### src/rtl/similarity_search_ctrl_if.sv
// Memory, engine and host-control signals of the similarity search sequencer.
interface similarity_search_ctrl_if #(
  parameter int unsigned HV_DATA_WIDTH = 32,
  parameter int unsigned ADDR_WIDTH    = 16,
  parameter int unsigned NUM_CLASSES   = 16
);
  localparam int unsigned CLS_W = (NUM_CLASSES > 1) ? $clog2(NUM_CLASSES) : 1;

  logic                     start;
  logic [ADDR_WIDTH-1:0]    q_base;
  logic [ADDR_WIDTH-1:0]    c_base;
  logic                     mem_rd_en;
  logic [ADDR_WIDTH-1:0]    mem_addr;
  logic [HV_DATA_WIDTH-1:0] mem_rd_data;
  logic                     eng_valid;
  logic                     eng_first;
  logic                     eng_last;
  logic                     eng_end;
  logic [HV_DATA_WIDTH-1:0] eng_data;
  logic                     eng_ready;
  logic                     eng_done;
  logic [HV_DATA_WIDTH-1:0] eng_result;
  logic                     busy;
  logic                     done;
  logic [CLS_W-1:0]         best_class;
  logic [HV_DATA_WIDTH-1:0] best_score;

  modport master (
    input  start, q_base, c_base, mem_rd_data, eng_ready, eng_done, eng_result,
    output mem_rd_en, mem_addr, eng_valid, eng_first, eng_last, eng_end, eng_data,
           busy, done, best_class, best_score
  );

  modport slave (
    output start, q_base, c_base, mem_rd_data, eng_ready, eng_done, eng_result,
    input  mem_rd_en, mem_addr, eng_valid, eng_first, eng_last, eng_end, eng_data,
           busy, done, best_class, best_score
  );
endinterface

### src/rtl/similarity_search_ctrl.sv
// Streams query/class hypervector pairs into the cosine engine and keeps the best-scoring class.
module similarity_search_ctrl #(
  parameter int unsigned HV_DATA_WIDTH = 32,
  parameter int unsigned HV_DIM        = 1024,
  parameter int unsigned NUM_CLASSES   = 16,
  parameter int unsigned ADDR_WIDTH    = 16
) (
  input  logic                    clk,
  input  logic                    reset,
  similarity_search_ctrl_if.master bus
);
  localparam int unsigned ELEM_W = (HV_DIM > 1) ? $clog2(HV_DIM) : 1;
  localparam int unsigned CLS_W  = (NUM_CLASSES > 1) ? $clog2(NUM_CLASSES) : 1;
  localparam int unsigned MSB    = HV_DATA_WIDTH - 1;
  localparam logic [ELEM_W-1:0]     ELEM_LAST  = ELEM_W'(HV_DIM - 1);
  localparam logic [CLS_W-1:0]      CLS_LAST   = CLS_W'(NUM_CLASSES - 1);
  localparam logic [ADDR_WIDTH-1:0] CLS_STRIDE = ADDR_WIDTH'(HV_DIM);

  typedef enum logic [3:0] {
    IDLE, RD_A, RD_B, LAT_B, SEND_A, SEND_B, WAIT_DONE, COMPARE, FINISH
  } state_t;

  state_t                   state;
  logic [ADDR_WIDTH-1:0]    q_base_r;
  logic [ADDR_WIDTH-1:0]    c_base_r;
  logic [ADDR_WIDTH-1:0]    cls_off;
  logic [ELEM_W-1:0]        elem_idx;
  logic [CLS_W-1:0]         class_idx;
  logic                     best_valid;
  logic [HV_DATA_WIDTH-1:0] a_reg;
  logic [HV_DATA_WIDTH-1:0] b_reg;
  logic [HV_DATA_WIDTH-1:0] score_reg;
  logic [ELEM_W-1:0]        elem_nxt;

  assign elem_nxt = elem_idx + ELEM_W'(1);

  // Signed FP ordering on raw bit patterns; +0 and -0 compare equal.
  function automatic logic fp_gt(input logic [HV_DATA_WIDTH-1:0] a,
                                 input logic [HV_DATA_WIDTH-1:0] b);
    logic [HV_DATA_WIDTH-2:0] ma;
    logic [HV_DATA_WIDTH-2:0] mb;
    ma = a[MSB-1:0];
    mb = b[MSB-1:0];
    if (ma == '0 && mb == '0) return 1'b0;
    if (a[MSB] != b[MSB])     return b[MSB];
    if (!a[MSB])              return ma > mb;
    return ma < mb;
  endfunction

  // Outputs are registered and loaded for the state being entered.
  always_ff @(posedge clk or posedge reset) begin
    if (reset) begin
      state          <= IDLE;
      q_base_r       <= '0;
      c_base_r       <= '0;
      cls_off        <= '0;
      elem_idx       <= '0;
      class_idx      <= '0;
      best_valid     <= 1'b0;
      a_reg          <= '0;
      b_reg          <= '0;
      score_reg      <= '0;
      bus.mem_rd_en  <= 1'b0;
      bus.mem_addr   <= '0;
      bus.eng_valid  <= 1'b0;
      bus.eng_first  <= 1'b0;
      bus.eng_last   <= 1'b0;
      bus.eng_end    <= 1'b0;
      bus.eng_data   <= '0;
      bus.busy       <= 1'b0;
      bus.done       <= 1'b0;
      bus.best_class <= '0;
      bus.best_score <= '0;
    end else begin
      bus.mem_rd_en <= 1'b0;
      bus.done      <= 1'b0;
      unique case (state)
        IDLE: begin
          if (bus.start) begin
            q_base_r      <= bus.q_base;
            c_base_r      <= bus.c_base;
            cls_off       <= '0;
            elem_idx      <= '0;
            class_idx     <= '0;
            best_valid    <= 1'b0;
            bus.busy      <= 1'b1;
            bus.mem_rd_en <= 1'b1;
            bus.mem_addr  <= bus.q_base;
            state         <= RD_A;
          end
        end
        RD_A: begin
          bus.mem_rd_en <= 1'b1;
          bus.mem_addr  <= c_base_r + cls_off + ADDR_WIDTH'(elem_idx);
          state         <= RD_B;
        end
        RD_B: begin
          a_reg <= bus.mem_rd_data;
          state <= LAT_B;
        end
        LAT_B: begin
          b_reg         <= bus.mem_rd_data;
          bus.eng_valid <= 1'b1;
          bus.eng_first <= 1'b1;
          bus.eng_data  <= a_reg;
          state         <= SEND_A;
        end
        SEND_A: begin
          if (bus.eng_ready) begin
            bus.eng_first <= 1'b0;
            bus.eng_last  <= 1'b1;
            bus.eng_end   <= (elem_idx == ELEM_LAST);
            bus.eng_data  <= b_reg;
            state         <= SEND_B;
          end
        end
        SEND_B: begin
          if (bus.eng_ready) begin
            bus.eng_valid <= 1'b0;
            bus.eng_last  <= 1'b0;
            bus.eng_end   <= 1'b0;
            if (elem_idx == ELEM_LAST) begin
              state <= WAIT_DONE;
            end else begin
              elem_idx      <= elem_nxt;
              bus.mem_rd_en <= 1'b1;
              bus.mem_addr  <= q_base_r + ADDR_WIDTH'(elem_nxt);
              state         <= RD_A;
            end
          end
        end
        WAIT_DONE: begin
          if (bus.eng_done) begin
            score_reg <= bus.eng_result;
            state     <= COMPARE;
          end
        end
        COMPARE: begin
          // Strict greater-than keeps the lower class index on ties.
          if (!best_valid || fp_gt(score_reg, bus.best_score)) begin
            best_valid     <= 1'b1;
            bus.best_class <= class_idx;
            bus.best_score <= score_reg;
          end
          if (class_idx == CLS_LAST) begin
            bus.done <= 1'b1;
            state    <= FINISH;
          end else begin
            class_idx     <= class_idx + CLS_W'(1);
            cls_off       <= cls_off + CLS_STRIDE;
            elem_idx      <= '0;
            bus.mem_rd_en <= 1'b1;
            bus.mem_addr  <= q_base_r;
            state         <= RD_A;
          end
        end
        FINISH: begin
          bus.busy <= 1'b0;
          state    <= IDLE;
        end
        default: state <= IDLE;
      endcase
    end
  end
endmodule
### src/flat_wrapper.sv
// flat-port wrapper written by rule: the top's interface ports become plain ports
module similarity_search_ctrl_flat 
#(
  parameter int unsigned HV_DATA_WIDTH = 32,
  parameter int unsigned HV_DIM        = 1024,
  parameter int unsigned NUM_CLASSES   = 16,
  parameter int unsigned ADDR_WIDTH    = 16
)
  (clk, reset, bus_start, bus_q_base, bus_c_base, bus_mem_rd_data, bus_eng_ready, bus_eng_done, bus_eng_result, bus_mem_rd_en, bus_mem_addr, bus_eng_valid, bus_eng_first, bus_eng_last, bus_eng_end, bus_eng_data, bus_busy, bus_done, bus_best_class, bus_best_score);
  similarity_search_ctrl_if #(.HV_DATA_WIDTH(HV_DATA_WIDTH), .ADDR_WIDTH(ADDR_WIDTH), .NUM_CLASSES(NUM_CLASSES)) bus_i ();
  input  logic clk;
  input  logic reset;
  input wire logic [$bits(bus_i.start)-1:0] bus_start;
  input wire logic [$bits(bus_i.q_base)-1:0] bus_q_base;
  input wire logic [$bits(bus_i.c_base)-1:0] bus_c_base;
  input wire logic [$bits(bus_i.mem_rd_data)-1:0] bus_mem_rd_data;
  input wire logic [$bits(bus_i.eng_ready)-1:0] bus_eng_ready;
  input wire logic [$bits(bus_i.eng_done)-1:0] bus_eng_done;
  input wire logic [$bits(bus_i.eng_result)-1:0] bus_eng_result;
  output wire logic [$bits(bus_i.mem_rd_en)-1:0] bus_mem_rd_en;
  output wire logic [$bits(bus_i.mem_addr)-1:0] bus_mem_addr;
  output wire logic [$bits(bus_i.eng_valid)-1:0] bus_eng_valid;
  output wire logic [$bits(bus_i.eng_first)-1:0] bus_eng_first;
  output wire logic [$bits(bus_i.eng_last)-1:0] bus_eng_last;
  output wire logic [$bits(bus_i.eng_end)-1:0] bus_eng_end;
  output wire logic [$bits(bus_i.eng_data)-1:0] bus_eng_data;
  output wire logic [$bits(bus_i.busy)-1:0] bus_busy;
  output wire logic [$bits(bus_i.done)-1:0] bus_done;
  output wire logic [$bits(bus_i.best_class)-1:0] bus_best_class;
  output wire logic [$bits(bus_i.best_score)-1:0] bus_best_score;
  assign bus_i.start = bus_start;
  assign bus_i.q_base = bus_q_base;
  assign bus_i.c_base = bus_c_base;
  assign bus_i.mem_rd_data = bus_mem_rd_data;
  assign bus_i.eng_ready = bus_eng_ready;
  assign bus_i.eng_done = bus_eng_done;
  assign bus_i.eng_result = bus_eng_result;
  assign bus_mem_rd_en = bus_i.mem_rd_en;
  assign bus_mem_addr = bus_i.mem_addr;
  assign bus_eng_valid = bus_i.eng_valid;
  assign bus_eng_first = bus_i.eng_first;
  assign bus_eng_last = bus_i.eng_last;
  assign bus_eng_end = bus_i.eng_end;
  assign bus_eng_data = bus_i.eng_data;
  assign bus_busy = bus_i.busy;
  assign bus_done = bus_i.done;
  assign bus_best_class = bus_i.best_class;
  assign bus_best_score = bus_i.best_score;
  similarity_search_ctrl #(.HV_DATA_WIDTH(HV_DATA_WIDTH), .HV_DIM(HV_DIM), .NUM_CLASSES(NUM_CLASSES), .ADDR_WIDTH(ADDR_WIDTH)) u_core (.clk(clk), .reset(reset), .bus(bus_i));
endmodule
### config.mk
export PLATFORM = sky130hd
export DESIGN_NAME = similarity_search_ctrl_flat
export DESIGN_NICKNAME = d
export VERILOG_FILES = /design/src/rtl/similarity_search_ctrl_if.sv /design/src/rtl/similarity_search_ctrl.sv /design/src/flat_wrapper.sv
export SDC_FILE = /design/constraint.sdc
export NUM_CORES = 1
export LEC_CHECK = 0
export ABC_AREA = 1
export ABC_CLOCK_PERIOD_IN_PS = 16990
export CAP_MARGIN = 20
export CORE_MARGIN = 4
export CORE_UTILIZATION = 58
export CTS_BUF_LIST = sky130_fd_sc_hd__clkbuf_16
export DETAILED_ROUTE_END_ITERATION = 12
export PLACE_DENSITY = 0.85
export SYNTH_ARGS = -nofsm -noshare
export SYNTH_HDL_FRONTEND = slang
export SYNTH_SLANG_ARGS = --single-unit
### constraint.sdc
create_clock -name clk -period 16.99 [get_ports clk]
set_input_delay 3.398 -clock clk [delete_from_list [all_inputs] [get_ports clk]]
set_output_delay 3.398 -clock clk [all_outputs]
set_load 0.005 [all_outputs]
==> flow_summary.json, run 1 <==
{
  "hold_violations": 0,
  "cp_top_family": "buffers and inverters",
  "fin_ws_ns": 11.22,
  "maxSlewViolCount": 0,
  "crit_required_ns": 17.40,
  "arrival_ns": 6.19,
  "sw_frac_of_total": 0.4086,
  "clk_pin_slew_ns": 0.06,
  "rsz0062_at_grt": "false",
  "powerDensity_mw_per_mm2": 182.8,
  "diodes": 0,
  "die_width_um": 156.8,
  "tritoncts": "yes",
  "first_iter_violations": 912,
  "p_seq_frac": 0.361,
  "dp_slack_ns": 10.61,
  "synth_cell_types": 46,
  "ys.flop_type": "dfrtp_1",
  "wl_mm": 35.31,
  "layoutNonFillerInstCount": 2066,
  "p_sw_mw": 1.180,
  "fp.dieH_um": 156.8,
  "core_mm2": 0.02182,
  "status": "finished, final reports clean",
  "crit_fanout": 48,
  "rrSetupSlack_ns": 13.70,
  "path_buf_inv": 3,
  "syn_area_mm2": 0.01284,
  "clk_path_buf_depth": 3,
  "min_path_type": "flip-flop to flip-flop",
  "post_cts_resized": 0,
  "clkPwrFrac": 0.191,
  "fin_nets": 1945,
  "grt_max_degree": 115,
  "seq_area_frac_synth": 0.4756,
  "antenna_found_initial": 1,
  "synthTopCellsByCount": "nand2_1 (610), dfrtp_1 (244), nor2_1 (122)",
  "crit_chain": "clkdlybuf4s50_1 > inv_1 > nor2_4 > clkinv_1 > nand2_1 > nand2_1",
  "fin_crit_sh": 0.3399,
  "finalClockSkew_ns": 0.01723,
  "slew_headroom": 0.3024,
  "yosys-top-cells-area": "dfrtp_1 (48%), nand2_1 (18%), ha_1 (7.4%)",
  "fmax_ghz": 0.1732,
  "ctsHtreeMaxLevel": 1,
  "power.internal_mw": 1.708,
  "period_needed_ns": 5.774,
  "grt_pass1_wl_mm": 57.02,
  "postCtsHoldBufs": 0,
  "synth_most_common_cell": "nand2_1",
  "path_class": "input pin to flip-flop",
  "numPortBuffers": 191,
  "ioPinCount": 192,
  "placedCellCount": 2016,
  "synthCells": 1593,
  "postSynth.asyncResetShare": 1.000,
  "ys_warn_count": 0,
  "finalSetupViolCount": 0,
  "viasPerCell": 5.591,
  "cp_slowest_cell": "clkinv_1",
  "clock_sink_count": 244,
  "rows": 54,
  "syn2layout_area_growth_pct": 23.04,
  "p_leak_nw": 7.902,
  "dp_hpwl_mm": 23.94,
  "grtUsageTotal": 0.2846,
  "grt_pass1_vias": 11278,
  "maxCapViolCount": 0,
  "endpoint_kind": "flip-flop",
  "final_antenna_net_count": 0,
  "drc": 0,
  "synth_top_area_share": 0.4756,
  "gp_congestion": 0.9241,
  "synth_edf_count": 0,
  "wl_per_cell_um": 17.09,
  "critPathMaxStageDelay_ns": 1.02,
  "clockRootBuffer": "clkbuf_16",
  "ir_drop_mv": 0.1123,
  "power_frac_comb": 0.447,
  "ys_ff_latch": 244,
  "num_vias": 11550,
  "avgSynthCellArea_um2": 8.059,
  "tightestPinTransition_ns": 1.044,
  "clk_latency_ns": 0.54,
  "setup_tns_ns": 0,
  "post_cts_buffers": 0,
  "grt_overflow_total": 0,
  "drive_above_1_share": 0.06607,
  "cts_buffers": 26,
  "synth_top_cell_by_area": "dfrtp_1",
  "dr.pass1.iters": 5,
  "worstSetupStartpointType": "input pin",
  "syn-num-nets": 1772,
  "cpMostUsedCell": "nand2_1",
  "fp.dieArea_mm2": 0.02458,
  "initial_utilization": 0.5883
}
## layout make-up
cell class              count  area [µm²]
flip-flops and latches    244        6106
multi-input cells        1169        6027
fillers                  1628        6027
repair buffers            198        1997
clock buffers              26       650.6
inverters                 127       489.2
well taps                 280       350.3
clock inverters            22       176.4
## worst paths after layout
path | from | depth (start not counted) | end
setup / recovery | bus_start | 6 | u_core.c_base_r[2]
hold / removal | u_core.a_reg[28] | 2 | u_core.a_reg[28]
setup reg to reg | u_core.elem_idx[0] | 18 | u_core.bus.mem_addr[11]
hold reg to reg | u_core.a_reg[28] | 2 | u_core.a_reg[28]
max in group asynchronous | reset | 3 | u_core.q_base_r[13]
min in group asynchronous | reset | 2 | u_core.score_reg[20]
## logic make-up (layout without fill, tap and decap cells)
group	Yosys count	in the layout	synth area share
adder cells (fa/ha/maj)	78	78	0.07719
buffers and inverters	180	373	0.05613
flip-flops	244	244	0.4756
multiplexers	30	30	0.02631
AO/OA/AOI/OAI	165	165	0.07602
XOR/XNOR	8	8	0.005458
AND/OR/NAND/NOR	888	888	0.2833
## through the flow
step,hold slack (ns),cell area [µm²],util,total power [mW]
after floorplan,0.4422,12840,-,1.817
after global placement,0.4527,14920,0.6838,2.254
after detailed placement,0.4584,14920,0.6838,2.312
after CTS,0.4732,15750,0.7216,2.882
after global routing,0.4916,15800,0.7238,3.116
final,0.4713,15800,0.7238,2.888
## placed cells by master (no fill, tap or decap), types with 4 or more instances in the layout
| cell type | netlist | layout |
|---|---|---|
| mux2_2 | 30 | 30 |
| a21oi_1 | 51 | 51 |
| nand3_1 | 103 | 103 |
| o211ai_1 | 5 | 5 |
| clkbuf_16 | 0 | 26 |
| ha_1 | 76 | 76 |
| buf_4 | 1 | 5 |
| clkdlybuf4s50_1 | 0 | 191 |
| o21ai_0 | 42 | 42 |
| xor2_1 | 6 | 6 |
| inv_2 | 13 | 13 |
| nand3b_1 | 5 | 5 |
| o21a_1 | 6 | 6 |
| nand2_1 | 610 | 610 |
| or2_2 | 6 | 6 |
| dfrtp_1 | 244 | 244 |
| clkinv_1 | 1 | 7 |
| nor2_4 | 3 | 4 |
| nand2_2 | 5 | 5 |
| o22ai_1 | 10 | 10 |
| nor3_1 | 6 | 5 |
| a31oi_1 | 34 | 34 |
| nor2_1 | 122 | 120 |
| clkinvlp_4 | 0 | 7 |
| inv_1 | 111 | 114 |
| nor2_2 | 4 | 5 |
| a21o_1 | 6 | 6 |
| nor4_1 | 5 | 5 |
| nand4_1 | 13 | 13 |
## tightest hold or removal path, delay by kind of cell (launching register included)
kind	cells	cell delay, ns
simple gates	2	0.10
flops	1	0.34
## per-layer routing
layer / vias up / global-route usage / part of all wire / wire [µm]
met3: 89 / 0.05061 / 0.075 / 2640
met4: 2 / 0.08140 / 0.029 / 1033
met5: - / 0 / 0.00031 / 11
met1: 5475 / 0.3718 / 0.40 / 14190
li1: 5506 / - / - / -
met2: 478 / 0.4896 / 0.49 / 17430
## power groups by stage
stage / registers, mW / clock network, mW / logic [mW]
after floorplan: 1.00 / 0 / 0.817
after global placement: 1.03 / 0 / 1.22
after detailed placement: 1.04 / 0 / 1.27
after CTS: 1.04 / 0.559 / 1.28
after global routing: 1.07 / 0.586 / 1.46
final: 1.04 / 0.553 / 1.29
(Power assumes the default switching activity.)
==> inputs of run 2 (changes only) <==
--- a/config.mk
+++ b/config.mk
@@ -6,13 +6,13 @@
 export NUM_CORES = 1
 export LEC_CHECK = 0
 export ABC_AREA = 1
-export ABC_CLOCK_PERIOD_IN_PS = 16990
+export ABC_CLOCK_PERIOD_IN_PS = 5300
 export CAP_MARGIN = 20
 export CORE_MARGIN = 4
-export CORE_UTILIZATION = 58
+export CORE_UTILIZATION = 50
 export CTS_BUF_LIST = sky130_fd_sc_hd__clkbuf_16
 export DETAILED_ROUTE_END_ITERATION = 12
-export PLACE_DENSITY = 0.85
+export PLACE_DENSITY = 0.78
 export SYNTH_ARGS = -nofsm -noshare
 export SYNTH_HDL_FRONTEND = slang
 export SYNTH_SLANG_ARGS = --single-unit
==> constraint.sdc (replaced) <==
create_clock -name clk -period 5.3 [get_ports clk]
set_input_delay 1.06 -clock clk [delete_from_list [all_inputs] [get_ports clk]]
set_output_delay 1.06 -clock clk [all_outputs]
set_load 0.005 [all_outputs]
==> run 2 against run 1 <==
  * Utilization decreased by 9.4 points
  * Clock skew shrank 0.0053 ns
  * Via count shrank 1.6%
  * Clock power rose to 3.2 times the previous value
  * Register-to-register slack worse by 12 ns
  * Worst setup slack worse by 9.1 ns
  * Sequential share of layout area shrank 0.24 points
  * Wire length decreased by 2.4%
  * Count of clock-buffer cells in the layout up 1
  * Hold slack worse by 0.0020 ns
  * Global-route usage decreased by 4.3 points
==> flow_summary.json, run 2 (synthesis gave the netlist of run 1 again) <==
{
  "status": "finished, final reports clean",
  "slew_headroom": 0.3962,
  "wl_per_cell_um": 16.26,
  "mostFrequentLayoutCells": "nand2_1 (610), dfrtp_1 (244), clkdlybuf4s50_1 (191), nor2_1 (120), inv_1 (115)",
  "viasPerCell": 5.364,
  "grt_pass1_wl_mm": 56.44,
  "fin_nets": 1947,
  "fmax_ghz": 0.3162,
  "drc": 0,
  "post_cts_buffers": 0,
  "path_buf_inv": 2,
  "crit_fanout": 6,
  "gp_congestion": 0.9361,
  "fp.dieH_um": 168.2,
  "maxCapViolCount": 0,
  "post-route-util": 0.6294,
  "stdcell_area_mm2": 0.01590,
  "arrival_ns": 3.63,
  "fp.dieArea_mm2": 0.02830,
  "post_cts_resized": 0,
  "initial_utilization": 0.5084,
  "grt_pass1_vias": 11198,
  "maxSlewViolCount": 0,
  "postCtsHoldBufs": 0,
  "final_antenna_net_count": 0,
  "clockRootBuffer": "clkbuf_16",
  "wl_mm": 34.45,
  "die_width_um": 168.2,
  "crit_required_ns": 5.77,
  "syn2layout_area_growth_pct": 23.81,
  "crit_chain": "inv_1 > nor3_1 > nand3_1 > nor2_1 > nand2_1 > nor2_1 > xor2_1 > inv_1 > ha_1 > a21o_1 > nor2_1 > nand3_1 > a21oi_1 > o21ai_0 > o211ai_1 > nand2_1 > nand2_1",
  "first_iter_violations": 1082,
  "grt_overflow_total": 0,
  "fin_crit_sh": 0.5968,
  "rows": 58,
  "setup_tns_ns": 0,
  "dr.pass1.iters": 6,
  "cp_slowest_cell": "dfrtp_1",
  "finalSetupViolCount": 0,
  "clk_path_buf_depth": 3,
  "tritoncts": "yes",
  "powerDensity_mw_per_mm2": 580.0,
  "hold_violations": 0,
  "critPathMaxStageDelay_ns": 0.45,
  "layout_commonest_cell": "nand2_1",
  "p_leak_nw": 7.945,
  "ioPinCount": 192,
  "antenna_found_initial": 1,
  "dp_hpwl_mm": 23.60,
  "grtUsageTotal": 0.2411,
  "clock_sink_count": 244,
  "clk_pin_slew_ns": 0.06,
  "tightestPinTransition_ns": 0.9036,
  "clk_latency_ns": 0.53,
  "cts_buffers": 26,
  "drive_above_1_share": 0.06767,
  "min_path_type": "flip-flop to flip-flop",
  "grt_max_degree": 129,
  "post_dp_cell_area_mm2": 0.01502,
  "path_class": "flip-flop to flip-flop",
  "worstSetupStartpointType": "flip-flop",
  "core_mm2": 0.02525,
  "rsz0062_at_grt": "false",
  "finalClockSkew_ns": 0.01191,
  "ir_drop_mv": 0.3536,
  "num_vias": 11367,
  "rrSetupSlack_ns": 2.14,
  "ctsHtreeMaxLevel": 1,
  "endpoint_kind": "flip-flop",
  "period_needed_ns": 3.163,
  "numPortBuffers": 191,
  "cp_top_family": "simple AND/OR/NAND/NOR gates"
}
## run 2: per-stage QoR
step	hold slack [ns]	setup slack [ns]	instances	power, mW
after floorplan	0.4422	1.036	1593	5.825
after global placement	0.4529	1.838	2068	7.287
after detailed placement	0.4583	1.727	2068	7.421
after CTS	0.4731	1.712	2116	9.233
after global routing	0.4881	1.794	2119	10.00
final	0.4693	2.137	2119	9.220
## run 2: worst register-to-register path, stage by stage, from the launching register on
cell,delay [ns]
dfrtp_1,0.45
inv_1,0.09
nor3_1,0.31
nand3_1,0.19
nor2_1,0.13
nand2_1,0.07
nor2_1,0.12
xor2_1,0.21
inv_1,0.11
ha_1,0.31
a21o_1,0.17
nor2_1,0.12
nand3_1,0.24
a21oi_1,0.20
o21ai_0,0.10
o211ai_1,0.13
nand2_1,0.10
nand2_1,0.07
## run 2: layer usage
| metal | vias up | part of all wire | routed length (µm) | track usage |
|---|---|---|---|---|
| met5 | - | 0 | 0 | 0 |
| met4 | 0 | 0.030 | 1048 | 0.07375 |
| met3 | 68 | 0.073 | 2514 | 0.05259 |
| met2 | 384 | 0.46 | 15880 | 0.3934 |
| met1 | 5402 | 0.44 | 15010 | 0.3246 |
| li1 | 5513 | - | - | - |
## run 2: area by class of cell
class	count	area (µm²)
Clock buffer	27	675.6
Sequential cell	244	6106
Tap cell	330	412.9
Timing Repair Buffer	200	2037
Multi-Input combinational cell	1169	6027
Inverter	127	485.5
Clock inverter	21	148.9
Fill cell	2151	9359
Antenna cell	1	2.502
## run 2: worst paths after layout
kind                                    startpoint  depth (start not counted)                      end
worst max-delay path            u_core.elem_idx[1]                         17  u_core.bus.mem_addr[10]
worst min-delay path              u_core.a_reg[10]                          2         u_core.a_reg[10]
worst max register to register  u_core.elem_idx[1]                         17  u_core.bus.mem_addr[10]
worst min register to register    u_core.a_reg[10]                          2         u_core.a_reg[10]
max in group asynchronous                    reset                          3       u_core.c_base_r[3]
min in group asynchronous                    reset                          3         u_core.b_reg[23]
## run 2: power by group
group	total, mW	internal [mW]	leakage (nW)	switching, mW
Clock	1.77	1.02	0.425	0.749
Sequential	3.34	2.70	3.04	0.646
Combinational	4.11	1.79	4.48	2.33
==> inputs of run 3 (changes only) <==
--- a/config.mk
+++ b/config.mk
@@ -6,13 +6,13 @@
 export NUM_CORES = 1
 export LEC_CHECK = 0
 export ABC_AREA = 1
-export ABC_CLOCK_PERIOD_IN_PS = 5300
+export ABC_CLOCK_PERIOD_IN_PS = 3300
 export CAP_MARGIN = 20
 export CORE_MARGIN = 4
-export CORE_UTILIZATION = 50
+export CORE_UTILIZATION = 55
 export CTS_BUF_LIST = sky130_fd_sc_hd__clkbuf_16
 export DETAILED_ROUTE_END_ITERATION = 12
-export PLACE_DENSITY = 0.78
+export PLACE_DENSITY = 0.81
 export SYNTH_ARGS = -nofsm -noshare
 export SYNTH_HDL_FRONTEND = slang
 export SYNTH_SLANG_ARGS = --single-unit
==> constraint.sdc (replaced) <==
create_clock -name clk -period 3.3 [get_ports clk]
set_input_delay 0.66 -clock clk [delete_from_list [all_inputs] [get_ports clk]]
set_output_delay 0.66 -clock clk [all_outputs]
set_load 0.005 [all_outputs]
==> run 3 against run 2 <==
  * Utilization grew 6.7 points
  * Sequential cell count is the same
  * Final cell count shrank 0.57%
  * Register-to-register slack lost 1.7 ns
  * Final area shrank 0.16%
  * Total power grew 59%
  * Clock power grew 50%
  * Largest cell class unchanged
==> flow_summary.json, run 3 (synthesis gave the netlist of run 1 again) <==
{
  "status": "finished, final reports clean",
  "fmax_ghz": 0.3510,
  "placedCellCount": 2059,
  "initial_utilization": 0.5636,
  "fin_crit_sh": 0.8632,
  "first_iter_violations": 878,
  "slew_headroom": 0.5405,
  "grt_pass1_vias": 11240,
  "drive_above_1_share": 0.06972,
  "core_mm2": 0.02278,
  "worstSetupStartpointType": "flip-flop",
  "dr.pass1.iters": 5,
  "layoutNonFillerInstCount": 2107,
  "fp.dieArea_mm2": 0.02585,
  "path_class": "flip-flop to flip-flop",
  "grt_pass1_wl_mm": 56.48,
  "endpoint_kind": "flip-flop",
  "dp_hpwl_mm": 24.06,
  "clockRootBuffer": "clkbuf_16",
  "p_leak_nw": 7.958,
  "syn2layout_area_growth_pct": 23.61,
  "ioPinCount": 192,
  "clk_pin_slew_ns": 0.06,
  "layout_commonest_cell": "nand2_1",
  "final_antenna_net_count": 0,
  "tightestPinTransition_ns": 0.6882,
  "clk_latency_ns": 0.53,
  "mostFrequentLayoutCells": "nand2_1 (610), dfrtp_1 (243), clkdlybuf4s50_1 (191), nor2_1 (120), inv_1 (116)",
  "crit_fanout": 8,
  "powerDensity_mw_per_mm2": 924.4,
  "antenna_found_initial": 2,
  "clock_sink_count": 244,
  "path_buf_inv": 2,
  "num_vias": 11288,
  "tritoncts": "yes",
  "critPathMaxStageDelay_ns": 0.42,
  "cts_buffers": 27,
  "rsz0062_at_grt": "false",
  "finalSetupViolCount": 0,
  "cp_top_family": "simple AND/OR/NAND/NOR gates",
  "hold_violations": 0,
  "drc": 0,
  "numPortBuffers": 191,
  "ir_drop_mv": 0.5269,
  "viasPerCell": 5.357,
  "crit_chain": "ha_1 > nand2_1 > nor2_2 > nand3_1 > nor2_2 > nand2_1 > xor2_1 > inv_1 > ha_1 > a21oi_1 > o21ai_0 > inv_1 > nand2_1 > nand3_1 > nand3_1 > nand3b_1 > nand2_1 > nand2_1",
  "fill_cells": 1842,
  "wl_per_cell_um": 16.41,
  "grtUsageTotal": 0.2647,
  "ctsHtreeMaxLevel": 1,
  "cp-startpoint": "u_core.elem_idx[0]",
  "cp_slowest_cell": "dfrtp_2",
  "clk_path_buf_depth": 3,
  "fin_nets": 1955,
  "wl_mm": 34.58,
  "fp.dieH_um": 160.8,
  "crit_required_ns": 3.73,
  "finalClockSkew_ns": 0.009540,
  "hold_ws_ns": 0.4342,
  "period_needed_ns": 2.849,
  "postCtsHoldBufs": 0,
  "reg2reg_from": "u_core.elem_idx[0]",
  "grt_max_degree": 89,
  "arrival_ns": 3.27,
  "gp_congestion": 0.8922,
  "setup_tns_ns": 0,
  "rows": 55,
  "maxCapViolCount": 0,
  "grt_overflow_total": 0,
  "min_path_type": "input pin to asynchronous set/reset pin",
  "die_width_um": 160.8,
  "cpMostUsedCell": "nand2_1",
  "maxSlewViolCount": 0
}
run 3: repair_timing:
action / 4_1_cts / 5_1_grt
resized for setup: 0 / 2
buffers inserted: 0 / 0
setup endpoints to repair: 0 / 3
endpoints found under the hold margin: 0 / 0
run 3: layer usage:
| layer | vias to the layer above | part of all wire | wire [µm] | track usage |
|---|---|---|---|---|
| met4 | 2 | 0.038 | 1321 | 0.1074 |
| li1 | 5517 | - | - | - |
| met3 | 86 | 0.066 | 2266 | 0.04901 |
| met1 | 5302 | 0.43 | 15000 | 0.3521 |
| met2 | 381 | 0.46 | 15980 | 0.4311 |
| met5 | - | 0.00035 | 12 | 0 |
run 3: where the power goes:
group	switching, mW	internal (mW)
Clock	1.19	1.47
Combinational	3.75	2.89
Sequential	1.04	4.33
run 3: final timing paths:
| path | slack [ns] | cells after the start | endpoint |
|---|---|---|---|
| setup / recovery | 0.45 | 18 | u_core.bus.mem_addr[15] |
| hold / removal | 0.43 | 2 | u_core.score_reg[19] |
| setup reg to reg | 0.45 | 18 | u_core.bus.mem_addr[15] |
| hold reg to reg | 0.47 | 2 | u_core.b_reg[23] |
| max in group asynchronous | 2.09 | 3 | u_core.elem_idx[0] |
| min in group clk | 0.47 | 2 | u_core.b_reg[23] |
run 3: area by class of cell:
cell class	instances	area, µm²	area share
Multi-Input combinational cell	1169	6032	0.3801
Tap cell	313	391.6	0.02468
Clock buffer	27	675.6	0.04257
Antenna cell	1	2.502	0.0001577
Sequential cell	244	6107	0.3848
Clock inverter	19	86.33	0.005440
Timing Repair Buffer	207	2090	0.1317
Inverter	127	485.5	0.03059
run 3: per-stage QoR:
step / cell area [µm²] / total power [mW] / utilization / setup slack, ns
after floorplan: 12840 / 9.355 / - / -0.5638
after global placement: 15070 / 11.70 / 0.6617 / 0.5029
after global routing: 15870 / 15.88 / 0.6967 / 0.05951
after detailed placement: 15070 / 11.95 / 0.6617 / 0.3633
final: 15870 / 14.67 / 0.6967 / 0.4513
after CTS: 15830 / 14.70 / 0.6951 / 0.3347
